<file path="config.mk">
export PLATFORM = sky130hd
export DESIGN_NAME = sprite_addr_gen
export DESIGN_NICKNAME = d
export VERILOG_FILES = /design/src/rtl/sprite_addr_gen.sv
export SDC_FILE = /design/constraint.sdc
export NUM_CORES = 1
export LEC_CHECK = 0
export ABC_AREA = 1
export BUFFER_PORTS_ARGS = -buffer_cell sky130_fd_sc_hd__buf_2
export CAP_MARGIN = 20
export CORE_UTILIZATION = 58
export DETAILED_ROUTE_END_ITERATION = 8
export PLACE_DENSITY = 0.79
export SKIP_CTS_REPAIR_TIMING = 1
export SLEW_MARGIN = 20
export SYNTH_ARGS = -nofsm -noshare
export SYNTH_HDL_FRONTEND = slang
export SYNTH_SLANG_ARGS = --single-unit
export TNS_END_PERCENT = 20
</file>
<file path="constraint.sdc">
create_clock -name clk -period 4.1 [get_ports clk]
set_clock_uncertainty 0.15 [all_clocks]
set_input_delay 0.41 -clock clk [delete_from_list [all_inputs] [get_ports clk]]
set_output_delay 0.41 -clock clk [all_outputs]
set_load 0.005 [all_outputs]
</file>
<file path="src/rtl/sprite_addr_gen.sv">
// Walks every pixel of a SPR_W x SPR_H sprite placed at (x, y), emitting framebuffer
// addresses and sprite-ROM indices over valid/ready, with right/bottom clipping and flips.
module sprite_addr_gen #(
    parameter int SCREEN_W = 320,
    parameter int SCREEN_H = 240,
    parameter int SPR_W    = 8,
    parameter int SPR_H    = 8,
    parameter int ADDR_W   = 17,
    parameter int X_W      = 9,
    parameter int Y_W      = 8,
    parameter int IDX_W    = 6
) (
    input  logic              clk,
    input  logic              rst_n,
    input  logic              start,
    input  logic [X_W-1:0]    x,
    input  logic [Y_W-1:0]    y,
    input  logic              flip_h,
    input  logic              flip_v,
    output logic              addr_valid,
    input  logic              addr_ready,
    output logic [ADDR_W-1:0] fb_addr,
    output logic [IDX_W-1:0]  spr_idx,
    output logic              busy,
    output logic              done
);

    localparam int CW  = (SPR_W > 1) ? $clog2(SPR_W) : 1;
    localparam int RW  = (SPR_H > 1) ? $clog2(SPR_H) : 1;
    localparam int XSW = X_W + 1;
    localparam int YSW = Y_W + 1;

    localparam logic [CW-1:0]     COL_LAST   = CW'(SPR_W - 1);
    localparam logic [RW-1:0]     ROW_LAST   = RW'(SPR_H - 1);
    localparam logic [ADDR_W-1:0] SCREEN_W_A = ADDR_W'(SCREEN_W);
    localparam logic [XSW-1:0]    SCREEN_W_X = XSW'(SCREEN_W);
    localparam logic [YSW-1:0]    SCREEN_H_Y = YSW'(SCREEN_H);
    localparam logic [IDX_W-1:0]  SPR_W_I    = IDX_W'(SPR_W);

    typedef enum logic [1:0] {IDLE, RUN, DONE} state_t;

    state_t            state_reg, state_next;
    logic [X_W-1:0]    x_reg, x_next;
    logic [Y_W-1:0]    y_reg, y_next;
    logic              flip_h_reg, flip_h_next;
    logic              flip_v_reg, flip_v_next;
    logic [RW-1:0]     row_reg, row_next;
    logic [CW-1:0]     col_reg, col_next;
    logic [ADDR_W-1:0] row_base_reg, row_base_next;
    logic              valid_reg, valid_next;
    logic [ADDR_W-1:0] fb_addr_reg, fb_addr_next;
    logic [IDX_W-1:0]  spr_idx_reg, spr_idx_next;

    logic              retire;
    logic              last_pos;
    logic              in_bounds_next;
    logic [XSW-1:0]    x_sum;
    logic [YSW-1:0]    y_sum;
    logic [CW-1:0]     col_s;
    logic [RW-1:0]     row_s;

    assign last_pos = (row_reg == ROW_LAST) && (col_reg == COL_LAST);
    // A clipped position retires unconditionally so it costs exactly one cycle.
    assign retire   = (state_reg == RUN) && (!valid_reg || addr_ready);

    always_ff @(posedge clk or negedge rst_n) begin
        if (!rst_n) begin
            state_reg    <= IDLE;
            x_reg        <= '0;
            y_reg        <= '0;
            flip_h_reg   <= 1'b0;
            flip_v_reg   <= 1'b0;
            row_reg      <= '0;
            col_reg      <= '0;
            row_base_reg <= '0;
            valid_reg    <= 1'b0;
            fb_addr_reg  <= '0;
            spr_idx_reg  <= '0;
        end else begin
            state_reg    <= state_next;
            x_reg        <= x_next;
            y_reg        <= y_next;
            flip_h_reg   <= flip_h_next;
            flip_v_reg   <= flip_v_next;
            row_reg      <= row_next;
            col_reg      <= col_next;
            row_base_reg <= row_base_next;
            valid_reg    <= valid_next;
            fb_addr_reg  <= fb_addr_next;
            spr_idx_reg  <= spr_idx_next;
        end
    end

    always_comb begin
        state_next = state_reg;
        case (state_reg)
            IDLE:    if (start) state_next = RUN;
            RUN:     if (retire && last_pos) state_next = DONE;
            DONE:    state_next = IDLE;
            default: state_next = IDLE;
        endcase
    end

    // Computes the next position and the registered outputs that describe it.
    always_comb begin
        x_next        = x_reg;
        y_next        = y_reg;
        flip_h_next   = flip_h_reg;
        flip_v_next   = flip_v_reg;
        row_next      = row_reg;
        col_next      = col_reg;
        row_base_next = row_base_reg;

        if (state_reg == IDLE && start) begin
            x_next        = x;
            y_next        = y;
            flip_h_next   = flip_h;
            flip_v_next   = flip_v;
            row_next      = '0;
            col_next      = '0;
            row_base_next = ADDR_W'(y) * SCREEN_W_A + ADDR_W'(x);
        end else if (retire && !last_pos) begin
            if (col_reg == COL_LAST) begin
                col_next      = '0;
                row_next      = row_reg + RW'(1);
                row_base_next = row_base_reg + SCREEN_W_A;
            end else begin
                col_next = col_reg + CW'(1);
            end
        end

        x_sum          = XSW'(x_next) + XSW'(col_next);
        y_sum          = YSW'(y_next) + YSW'(row_next);
        in_bounds_next = (x_sum < SCREEN_W_X) && (y_sum < SCREEN_H_Y);

        col_s = flip_h_next ? (COL_LAST - col_next) : col_next;
        row_s = flip_v_next ? (ROW_LAST - row_next) : row_next;

        valid_next   = (state_next == RUN) && in_bounds_next;
        fb_addr_next = row_base_next + ADDR_W'(col_next);
        spr_idx_next = IDX_W'(row_s) * SPR_W_I + IDX_W'(col_s);
    end

    assign addr_valid = valid_reg;
    assign fb_addr    = fb_addr_reg;
    assign spr_idx    = spr_idx_reg;
    assign busy       = (state_reg != IDLE);
    assign done       = (state_reg == DONE);

endmodule

</file>
==> results.cfg <==
[finish]
post_layout_nonfiller_instances = 606
final_core_utilization_pct = 69.2
drive_above_1_share_pct = 20.8
nNetsFinal = 578
area_growth_syn_to_layout_pct = 12.6
n_antenna_cell = 0

[placement]
port_buffers = 48
detailedPlacementHpwl_um = 5770
globalplace.congestion = 0.884
post-place-cells = 591

[timing]
tightest_slew_ns = 0.680
whs_ns = -0.0514
clock.fmax_mhz = 266
slew_headroom_pct = 54.7
fin_crit_ns = 3.76
report.final.setup_viol = 0
setup_repair_after_global_routing_missed_its_margin = false
finalMaxSlewViolations = 0
period_share_pct = 91.7
setup-tns-final_ns = 0
timing.final.hold_violations = 31

[global_routing]
first_global_vias = 2979
globalRouteOverflowTotal = 0
antenna_found_initial = 0
grt_max_degree = 38
first_pass_grt_wire_length_um = 13600
grt_usage_pct = 24.2

[critical_path]
critPathRequiredTime_ns = 4.19
startpoint_type = flop
slowest_stage = fa_1
critPathMaxFanout = 10
crit_path_max_incr_delay_ns = 0.43
timing_worst_setup_path_type = reg2reg
timing.critical_path.from = col_reg[0]
end_kind = flop
critPathArrivalTime_ns = 3.85
critical_path.reg2reg.startpoint = col_reg[0]
crit_chain = ha_1 > ha_1 > nand2_2 > nand3_4 > nand2_1 > nand2_1 > nor2_1 > ha_1 > inv_1 > fa_1 > o21ai_2 > nand4_4 > nor2_2 > nand3_2 > nor2_4 > nand2_2 > nor2_4 > nand4_1 > nand2_1 > inv_1

[floorplanning]
die_height_um = 85.0
floorplan.io_pins = 49
dieArea_um2 = 7220
initial_core_util_pct = 61.5
std_cell_rows = 29
die-width_um = 85.0
core_footprint_um2 = 6490

[clocking]
inserted_clock_buffers = 9
cts.path.max_buffers = 2
sink_count = 68
clk_pin_slew_worst_paths_ns = 0.07
clockRootBuffer = clkbuf_8
cts_tree = done
cts_max_level = 3
insertion_delay_ns = 0.35

[synth]
muxShareOfSynthArea_pct = 0.251
synth.avg_cell_area_um2 = 8.49
ys_ff_latch = 68
yosys_warnings = 0
synth_enable_flop_cells = 0
netlist_area_um2 = 3990
dominantRegCellSynth = dfrtp_1
synth-async-reset-ratio_pct = 100
main_combinational_cell_family_by_area_after_synthesis = simple AND/OR/NAND/NOR gates
synth-compound-area-share_pct = 4.92
syn-num-nets = 523
synth_fa_ha_area_share_pct = 9.97
synth_simple_gate_area_share_pct = 30.3
post_synth_num_cell_types = 39
seq_area_frac_synth_pct = 42.6
synthXorXnorAreaFrac_pct = 4.83
netlist_instances = 470

[drt]
final_antenna_net_count = 0
total_length_of_routed_wires_um = 7820
routed_via_density = 5.21
vias = 3155
drc = 5
post_drt_wl_per_cell_um = 12.9
detail_route.iter0.violations = 144
firstDrtPassIters = 7

[power_and_ir_drop]
total_leakage_power_nw = 2.42
powerDensity_nw_per_um2 = 746
peakVddDrop_v = 0.000473

[status]
outcome = complete, but fails checks
failing_checks = DRC, hold timing

[run]
max_cap_violations = 0

[hold_path]
hp-class = in2async
path summary, 6_finish.rpt:
check	to	slack, ns	cells after the start
min in group clk	row_base_reg[2]	0.14	3
hold / removal	row_base_reg[10]	-0.05	1
max in group asynchronous	spr_idx[0]	2.94	2
setup / recovery	fb_addr[16]	0.34	20
setup reg to reg	fb_addr[16]	0.34	20
hold reg to reg	x_reg[8]	0.33	2
cell usage in the layout, fill, tap and decap left out, types with 8 or more instances in the layout:
cell type | synthesis | routed
buf_2 | 5 | 48
inv_1 | 53 | 53
a21oi_1 | 11 | 11
xor2_1 | 14 | 14
dfrtp_1 | 68 | 68
o21ai_0 | 12 | 11
xnor2_1 | 8 | 8
nor2_1 | 27 | 27
clkbuf_8 | 0 | 10
nand3_1 | 30 | 30
ha_1 | 27 | 27
nand2_1 | 137 | 137
nand4_1 | 12 | 12
through the flow:
| stage | power (mW) | instance area [um^2] | hold slack (ns) | setup WS (ns) |
|---|---|---|---|---|
| floorplan | 2.35 | 3990 | -0.0356 | 0.658 |
| global placement | 2.72 | 4300 | 0.301 | 0.372 |
| detailed placement | 2.78 | 4300 | 0.313 | 0.174 |
| CTS | 3.35 | 4490 | -0.0393 | 0.154 |
| global route | 3.65 | 4490 | 0.00246 | 0.0581 |
| finish | 3.35 | 4490 | -0.0514 | 0.338 |
area by class of cell:
| class | instances | area [um^2] |
|---|---|---|
| fillers | 516 | 2000 |
| clock buffers | 11 | 141 |
| flip-flops and latches | 68 | 1700 |
| clock inverters | 4 | 50.0 |
| repair buffers | 52 | 270 |
| well taps | 77 | 96.3 |
| multi-input cells | 334 | 2010 |
| inverters | 60 | 225 |
where the power goes:
group | total [mW] | leakage [nW] | switching, mW | internal [mW]
clock network | 0.536 | 0.0914 | 0.243 | 0.293
logic | 1.67 | 1.52 | 1.04 | 0.628
registers | 1.15 | 0.809 | 0.139 | 1.01
total | 3.35 | 2.42 | 1.42 | 1.93
cell families after synthesis:
family / Yosys count
fa+ha+maj: 30
compound gates: 33
flops: 68
buf+inv: 68
xor+xnor: 22
simple gates: 248
mux: 1
critical path, delay by kind of cell (launching register included):
family                   cells  cell delay [ns]
AND/OR/NAND/NOR             13             1.63
AO/OA/AOI/OAI                1             0.26
flip-flops                   1             0.38
adder cells (fa/ha/maj)      4             1.13
buffers and inverters        2             0.10
synth_stat cells, types with 5 or more instances:
master,number,area (um^2)
nand2_4,7,78.8
nor2_1,27,101
a21oi_1,11,55.1
xor2_1,14,123
or2_2,5,31.3
nand4_1,12,75.1
nand3_1,30,150
buf_2,5,25.0
inv_2,7,26.3
nand2_2,7,43.8
nand2_1,137,514
ha_1,27,338
inv_1,53,199
xnor2_1,8,70.1
o21ai_0,12,60.1
dfrtp_1,68,1700
routing by layer:
layer,share of wire [%],global-route usage (%)
met5,0,0
met4,2.1,10.5
met3,3.4,4.09
met2,47,38.8
met1,47,32.7
Note: power is estimated with default switching activity, not from simulation.
